`src/rtl/mips_pkg.sv`:
```
// Shared definitions for the MIPS pipeline: exception cause codes, the trap
// vector and the exception FSM state encoding.
package mips_pkg;

  localparam logic [31:0] EXC_VECTOR_DEF = 32'h8000_0180;
  localparam logic [4:0]  CAUSE_OVF      = 5'd12;

  typedef enum logic [1:0] {
    RUN  = 2'd0,
    TRAP = 2'd1,
    HOLD = 2'd2
  } exc_state_e;

endpackage

```
`src/rtl/exc_ctrl.sv`:
```
// Exception controller for the EX/MEM stage: captures overflow traps into
// EPC/cause, raises a one-cycle flush/redirect, then holds until acknowledged.
module exc_ctrl
  import mips_pkg::*;
#(
  parameter int unsigned    DATA_W    = 32,
  parameter logic [4:0]     OVF_CAUSE = CAUSE_OVF
) (
  input  logic              clk,
  input  logic              rst,
  input  logic              stall,
  input  logic              trap,
  input  logic [DATA_W-1:0] trap_pc,
  input  logic              exc_ack,
  output exc_state_e        state_o,
  output logic              flush_req,
  output logic              exc_pending,
  output logic              exc_redirect,
  output logic [DATA_W-1:0] epc,
  output logic [4:0]        exc_cause
);

  exc_state_e        state_q, state_d;
  logic [DATA_W-1:0] epc_q, epc_d;
  logic [4:0]        cause_q, cause_d;

  // State and trap-record registers
  always_ff @(posedge clk) begin
    if (rst) begin
      state_q <= RUN;
      epc_q   <= '0;
      cause_q <= '0;
    end else begin
      state_q <= state_d;
      epc_q   <= epc_d;
      cause_q <= cause_d;
    end
  end

  // Next-state logic; a stall in TRAP defers the redirect by holding the state
  always_comb begin
    state_d = state_q;
    epc_d   = epc_q;
    cause_d = cause_q;
    case (state_q)
      RUN: begin
        if (trap) begin
          state_d = TRAP;
          epc_d   = trap_pc;
          cause_d = OVF_CAUSE;
        end
      end
      TRAP:    if (!stall) state_d = HOLD;
      HOLD:    if (exc_ack) state_d = RUN;
      default: state_d = RUN;
    endcase
  end

  // Outputs decoded from the registered state
  always_comb begin
    flush_req    = (state_q == TRAP) && !stall;
    exc_redirect = (state_q == TRAP) && !stall;
    exc_pending  = (state_q == HOLD);
  end

  assign state_o   = state_q;
  assign epc       = epc_q;
  assign exc_cause = cause_q;

endmodule

```
`src/rtl/ex_mem_stage.sv`:
```
// EX/MEM pipeline register: resolves final write enable, branch redirect and
// overflow traps. Optional EX_MEM_STATS_EN adds retired/trap counters.
module ex_mem_stage
  import mips_pkg::*;
#(
  parameter int unsigned       DATA_W     = 32,
  parameter logic [DATA_W-1:0] EXC_VECTOR = EXC_VECTOR_DEF,
  parameter logic [4:0]        OVF_CAUSE  = CAUSE_OVF
) (
  input  logic              clk,
  input  logic              rst,
  input  logic              stall,
  input  logic              flush,
  input  logic              ex_valid,
  input  logic [DATA_W-1:0] ex_pc,
  input  logic [DATA_W-1:0] ex_alu_result,
  input  logic              ex_alu_zero,
  input  logic              ex_movn,
  input  logic              ex_overflow,
  input  logic              ex_is_branch,
  input  logic              ex_is_movn,
  input  logic              ex_trap_ovf,
  input  logic [DATA_W-1:0] ex_branch_target,
  input  logic              ex_reg_write,
  input  logic              ex_mem_read,
  input  logic              ex_mem_write,
  input  logic [DATA_W-1:0] ex_store_data,
  input  logic [4:0]        ex_dest_reg,
  input  logic              exc_ack,
  output logic              mem_valid,
  output logic [DATA_W-1:0] mem_alu_result,
  output logic [DATA_W-1:0] mem_store_data,
  output logic [4:0]        mem_dest_reg,
  output logic              mem_reg_write,
  output logic              mem_mem_read,
  output logic              mem_mem_write,
  output logic              redirect_valid,
  output logic [DATA_W-1:0] redirect_pc,
  output logic              flush_req,
  output logic              exc_pending,
  output logic [DATA_W-1:0] epc,
  output logic [4:0]        exc_cause
`ifdef EX_MEM_STATS_EN
  ,
  output logic [31:0]       retired_cnt,
  output logic [15:0]       ovf_trap_cnt
`endif
);

  exc_state_e        exc_state;
  logic              exc_redirect;
  logic              load, slot_live, trap, take_br, keep, wr_ok;

  logic              valid_q, valid_d;
  logic [DATA_W-1:0] alu_q, alu_d;
  logic [DATA_W-1:0] store_q, store_d;
  logic [4:0]        dest_q, dest_d;
  logic              rw_q, rw_d;
  logic              mr_q, mr_d;
  logic              mw_q, mw_d;
  logic              br_q, br_d;
  logic [DATA_W-1:0] br_pc_q, br_pc_d;

  exc_ctrl #(
    .DATA_W    (DATA_W),
    .OVF_CAUSE (OVF_CAUSE)
  ) u_exc_ctrl (
    .clk          (clk),
    .rst          (rst),
    .stall        (stall),
    .trap         (trap),
    .trap_pc      (ex_pc),
    .exc_ack      (exc_ack),
    .state_o      (exc_state),
    .flush_req    (flush_req),
    .exc_pending  (exc_pending),
    .exc_redirect (exc_redirect),
    .epc          (epc),
    .exc_cause    (exc_cause)
  );

  // Slot qualification, write resolution and next values of the stage registers.
  // Slots arriving in TRAP as well as HOLD are squashed: they are younger than
  // the trapping instruction. Results are zeroed only when a decoded write was
  // suppressed, so store addresses (no decoded write) pass through intact.
  always_comb begin
    load      = !stall || flush;
    slot_live = ex_valid && !flush && (exc_state == RUN);
    trap      = load && slot_live && ex_trap_ovf && ex_overflow && !ex_is_branch;
    take_br   = load && slot_live && ex_is_branch && ex_alu_zero;
    keep      = slot_live && !trap;
    wr_ok     = keep && ex_reg_write && (!ex_is_movn || ex_movn) && (ex_dest_reg != '0);

    valid_d = valid_q;
    alu_d   = alu_q;
    store_d = store_q;
    dest_d  = dest_q;
    rw_d    = rw_q;
    mr_d    = mr_q;
    mw_d    = mw_q;
    br_d    = br_q;
    br_pc_d = br_pc_q;
    if (load) begin
      valid_d = keep;
      rw_d    = wr_ok;
      mr_d    = keep && ex_mem_read;
      mw_d    = keep && ex_mem_write;
      dest_d  = keep ? ex_dest_reg : '0;
      alu_d   = (!keep || (ex_reg_write && !wr_ok)) ? '0 : ex_alu_result;
      store_d = keep ? ex_store_data : '0;
      br_d    = take_br;
      br_pc_d = take_br ? ex_branch_target : '0;
    end
  end

  // Stage registers
  always_ff @(posedge clk) begin
    if (rst) begin
      valid_q <= 1'b0;
      alu_q   <= '0;
      store_q <= '0;
      dest_q  <= '0;
      rw_q    <= 1'b0;
      mr_q    <= 1'b0;
      mw_q    <= 1'b0;
      br_q    <= 1'b0;
      br_pc_q <= '0;
    end else begin
      valid_q <= valid_d;
      alu_q   <= alu_d;
      store_q <= store_d;
      dest_q  <= dest_d;
      rw_q    <= rw_d;
      mr_q    <= mr_d;
      mw_q    <= mw_d;
      br_q    <= br_d;
      br_pc_q <= br_pc_d;
    end
  end

  // Redirect merge: trap vector in TRAP, else the registered branch pulse
  always_comb begin
    redirect_valid = exc_redirect || (br_q && !stall);
    redirect_pc    = exc_redirect ? EXC_VECTOR : br_pc_q;
  end

  assign mem_valid      = valid_q;
  assign mem_alu_result = alu_q;
  assign mem_store_data = store_q;
  assign mem_dest_reg   = dest_q;
  assign mem_reg_write  = rw_q;
  assign mem_mem_read   = mr_q;
  assign mem_mem_write  = mw_q;

`ifdef EX_MEM_STATS_EN
  logic [31:0] retired_q, retired_d;
  logic [15:0] ovf_q, ovf_d;

  // Saturating retired-instruction and overflow-trap counters
  always_comb begin
    retired_d = retired_q;
    ovf_d     = ovf_q;
    if (load && valid_d && (retired_q != '1)) retired_d = retired_q + 32'd1;
    if (trap && (ovf_q != '1))                ovf_d     = ovf_q + 16'd1;
  end

  // Counter registers
  always_ff @(posedge clk) begin
    if (rst) begin
      retired_q <= '0;
      ovf_q     <= '0;
    end else begin
      retired_q <= retired_d;
      ovf_q     <= ovf_d;
    end
  end

  assign retired_cnt  = retired_q;
  assign ovf_trap_cnt = ovf_q;
`endif

endmodule

```
`config.mk`:
```
export PLATFORM = sky130hd
export DESIGN_NAME = ex_mem_stage
export DESIGN_NICKNAME = d
export VERILOG_FILES = /design/src/rtl/mips_pkg.sv /design/src/rtl/exc_ctrl.sv /design/src/rtl/ex_mem_stage.sv
export SDC_FILE = /design/constraint.sdc
export NUM_CORES = 1
export LEC_CHECK = 0
export ABC_AREA = 1
export BUFFER_PORTS_ARGS = -buffer_cell sky130_fd_sc_hd__buf_2
export CORE_MARGIN = 3
export CORE_UTILIZATION = 45
export CTS_CLUSTER_SIZE = 12
export DETAILED_ROUTE_END_ITERATION = 10
export PLACE_DENSITY_LB_ADDON = 0.15
export SETUP_SLACK_MARGIN = 0.5
export SYNTH_ARGS = -nofsm -noshare
export SYNTH_HDL_FRONTEND = slang
export SYNTH_SLANG_ARGS = --single-unit
```
`constraint.sdc`:
```
create_clock -name clk -period 2.35 [get_ports clk]
set_input_delay 0.3525 -clock clk [delete_from_list [all_inputs] [get_ports clk]]
set_output_delay 0.3525 -clock clk [all_outputs]
set_load 0.01 [all_outputs]
```
==> impl_summary.md <==
Run status
The run finished with clean final reports.

Global route
The number of antenna violations at the first check in global routing is 0. For this run the aggregate overflow at the end of global routing stands at 0. The first global-routing pass estimated 26000 um of wire. The number of global-route vias before repair is 5297. For this run, the total global-route usage over all layers was measured as a little under a quarter.

Entering global routing, the biggest net connects 85 pins.

Logic synthesis
The Yosys step of the flow raised 0 warnings. The flip-flop and latch count after synthesis is 141. Dividing the synthesized area by the synthesized cell count gives 7.41 um2.

The synthesized netlist contains 20 unique library cells. After technology mapping, the gate count stands at between 700 and 800. The sequential-to-total area share from yosys stat is 49.3%. The netlist area before placement is around 5700 um2.

Clock tree
At the later pin of the worst-skew pair, clock insertion delay measures 0.41 ns. The TritonCTS clock tree is done. For this design, the sink count on the clock tree is between 100 and 150.

The buffer type at the clock tree root is sky130_fd_sc_hd__clkbuf_16. TritonCTS created 17 clock buffers. Clock-pin slew was measured on the worst setup and hold paths at 0.06 ns. For this design, the CTS-stage hold fixing added 0 buffers.

The CTS H-tree depth is 4. The maximum count of clock buffers along a single path is 2.

Routing
The per-cell via count in the routed design is 4.73. After the first detailed-routing iteration, the DRC count stood at 349. The remaining antenna violation count is 0. The number of vias after detailed routing is 5800. The wire length on met3 is 1370 um. The wire length per cell after detailed routing is 13.9 um. The length of the first detailed-routing pass in iterations is 4. The post-route DRC violation count is 0. Detailed routing placed a total of approximately 8500 um of wire on met2. The detailed router put a total of 6660 um of wire on met1. Signal routing reaches up to met4.

For this block, the routed nets add up to 17000 um of wire.

Setup path
The critical path's top delay family is buffers and inverters. Among all stages on the critical path, the largest delay is contributed by sky130_fd_sc_hd__dfxtp_2. The number of cells on the worst reg-to-reg path is 7. The worst setup path is launched from a register. The required arrival time at the worst endpoint is 2.00 ns.

The worst register-to-register path begins at u_exc_ctrl.state_o[0]$_SDFFE_PP0P_. The critical path goes through inv_2, nor3_4, clkinvlp_4, clkbuf_16, nand2_4, inv_2, buf_6. The minimum setup slack among reg-to-reg paths is 0.75 ns.

The critical path is of the reg2out type. Along the worst path, the maximum fanout reaches 8. The delay of the slowest cell on the worst path is 0.33 ns. The worst register-to-register path ends at br_pc_q[12]$_SDFFE_PP0N_. The type of destination of the critical path is an output port.

STA puts the critical path data arrival time at 1.65 ns. The number of buffers and inverters on the critical path is 5. Among the stages of the critical path, the cell type that occurs most often is sky130_fd_sc_hd__inv_2.

Worst hold path
The worst min-delay path endpoint is u_exc_ctrl.epc[28]$_SDFFE_PP0P_. The depth of the worst hold-timing path is 3. The tightest min-delay check is of the in2reg type.

The hold path startpoint is ex_pc[28].

Die
The starting density of the core is approximately 47%. The die covers around 14000 um2. The floorplan step set the die width to 119 um. The number of I/O pins is 293. Row generation in the floorplan step produced 40 rows.

The die outline height is 119 um. In this run the standard cell core region covers 12200 um2.

Cells and area
After the last flow step, the layout net total stands at 1195. In the final layout, the share of cells above drive strength 1 is 40.6%. The sequential cell area in the final layout is 2830 um2. The number of cells in the finished layout apart from fillers is about 1200. The total inserted antenna cells is 0. The layout overhead on the synthesized area is 43.7%. The multi-input combinational cell area is about 2500 um2. The filler cell count in the final layout is 1116.

Power
IR analysis of the VDD net gives a maximum drop of 398 uV. In this run the static leakage power is 3.93 nW. Dividing total power by cell area gives a power density of around 690 nW/um2. The total power is 5.65 mW.

Placement
The number of buffers inserted by port buffering is 289. The total half-perimeter wirelength after legalization and detailed placement is 11400 um. The instance count after placement with tap cells included is approximately 1200. The global placement routability congestion is ~0.78.

Timing
The clock period could shrink to 2.00 ns. Clock skew on the completed layout was measured at around 0.0057 ns. The worst relative slew slack is between 50% and 60%. For this run, the top clock speed supported by timing is approximately 0.50 GHz. Setup violations remaining at the end of the flow were counted as 0. Setup repair after global routing could not meet its margin everywhere. The final count of pins violating max slew is 0.

The number of hold violations in the final report is 0. For the final routed database, the setup TNS stands at 0 ns. The portion of the clock cycle consumed by the worst path in the final layout is 85.2%. At the pin with the least slew margin, the transition time is between 0.6 and 0.7 ns.

Job
The number of max-capacitance violations reported is 0.
layout by cell type, fill, tap and decap left out, drive strengths merged:
cell	count
buf	308
nand2	244
dfxtp	141
a21oi	108
nor2	78
inv	71
nor3	65
clkbuf	26
or2	3
conb	3
clkinv	3
bufinv	3
nand3	3
clkinvlp	2
nand3b	1
worst max-delay path by stage:
| stage | from | endpoint | slack (ns) | cells after the start |
|---|---|---|---|---|
| floorplan | stall | redirect_pc[0] | 0.78 | 5 |
| global placement | stall | redirect_pc[1] | 0.57 | 6 |
| detailed placement | stall | redirect_pc[12] | 0.48 | 6 |
| CTS | u_exc_ctrl.state_o[0]$_SDFFE_PP0P_ | redirect_pc[3] | 0.37 | 7 |
| global route | u_exc_ctrl.state_o[0]$_SDFFE_PP0P_ | redirect_pc[4] | 0.27 | 8 |
| finish | u_exc_ctrl.state_o[0]$_SDFFE_PP0P_ | redirect_pc[27] | 0.35 | 7 |
synthesized netlist by cell type:
library cell	instances	share of area (%)
sky130_fd_sc_hd__conb_1	1	0.066
sky130_fd_sc_hd__nand3_4	1	0.31
sky130_fd_sc_hd__dfxtp_1	141	49
sky130_fd_sc_hd__nand3b_1	1	0.13
sky130_fd_sc_hd__nand3_1	2	0.17
sky130_fd_sc_hd__nand2_1	244	16
sky130_fd_sc_hd__nor2_1	62	4.1
sky130_fd_sc_hd__nor3_2	29	5.1
sky130_fd_sc_hd__buf_4	14	1.8
sky130_fd_sc_hd__buf_2	14	1.2
sky130_fd_sc_hd__inv_2	2	0.13
sky130_fd_sc_hd__clkbuf_1	22	1.4
sky130_fd_sc_hd__a21oi_1	108	9.4
sky130_fd_sc_hd__buf_6	3	0.59
sky130_fd_sc_hd__or2_2	3	0.33
sky130_fd_sc_hd__nor3_1	36	3.1
sky130_fd_sc_hd__nor2_4	2	0.39
sky130_fd_sc_hd__buf_1	3	0.20
sky130_fd_sc_hd__nor2_2	14	1.5
sky130_fd_sc_hd__inv_1	70	4.6
where the power goes:
part	total [mW]	internal [mW]	leakage [nW]	switching [mW]
clock network	2.80	1.83	0.309	0.969
registers	2.44	2.43	1.14	0.0170
logic	0.404	0.171	2.48	0.233
total	5.65	4.43	3.93	1.22
per-layer routing:
layer | vias to the layer above | global-route usage [%]
met1 | 2609 | 26.1
met2 | 215 | 38.7
met3 | 41 | 7.89
met5 | - | 0
met4 | 0 | 9.78
li1 | 2935 | -
tightest hold or removal path: stages:
cell and delay (ns):
sky130_fd_sc_hd__buf_2 0.07, sky130_fd_sc_hd__nor2_1 0.04, sky130_fd_sc_hd__nor3_2 0.08
cells by family (layout without fill, tap and decap cells):
| family | count (synthesis) | after routing | share of synthesized area (%) |
|---|---|---|---|
| compound gates | 108 | 108 | 9.44 |
| buf+inv | 128 | 413 | 10.0 |
| flops | 141 | 141 | 49.3 |
| other cells | 1 | 3 | 0.0655 |
| simple gates | 394 | 394 | 31.2 |
final cells by class:
| class | instances | share of cell area, % |
|---|---|---|
| clock inverter | 6 | 1.28 |
| timing repair buffer | 309 | 21.9 |
| inverter | 72 | 3.33 |
| sequential | 141 | 34.4 |
| tap | 168 | 2.56 |
| clock buffer | 25 | 6.27 |
| timing repair inverter | 1 | 0.0913 |
| multi-input combinational | 505 | 30.2 |
per-stage QoR:
stage               area (um2)  setup WS (ns)  hold WS (ns)  utilization [%]
floorplan                 5730          0.777         0.440                -
global placement          7220          0.567         0.450             59.1
detailed placement        7220          0.477         0.452             59.1
CTS                       8000          0.370         0.160             65.5
global route              8220          0.273         0.171             67.3
finish                    8220          0.347         0.178             67.3
what timing repair did:
action | CTS | global route
gates cloned | 2 | 0
endpoints found under the setup margin | 30 | 34
setup buffers | 6 | 1
gates resized for setup | 29 | 61
pin swaps | 1 | 1
endpoints found under the hold margin | 0 | 0
Power figures use the tool's default switching activity.
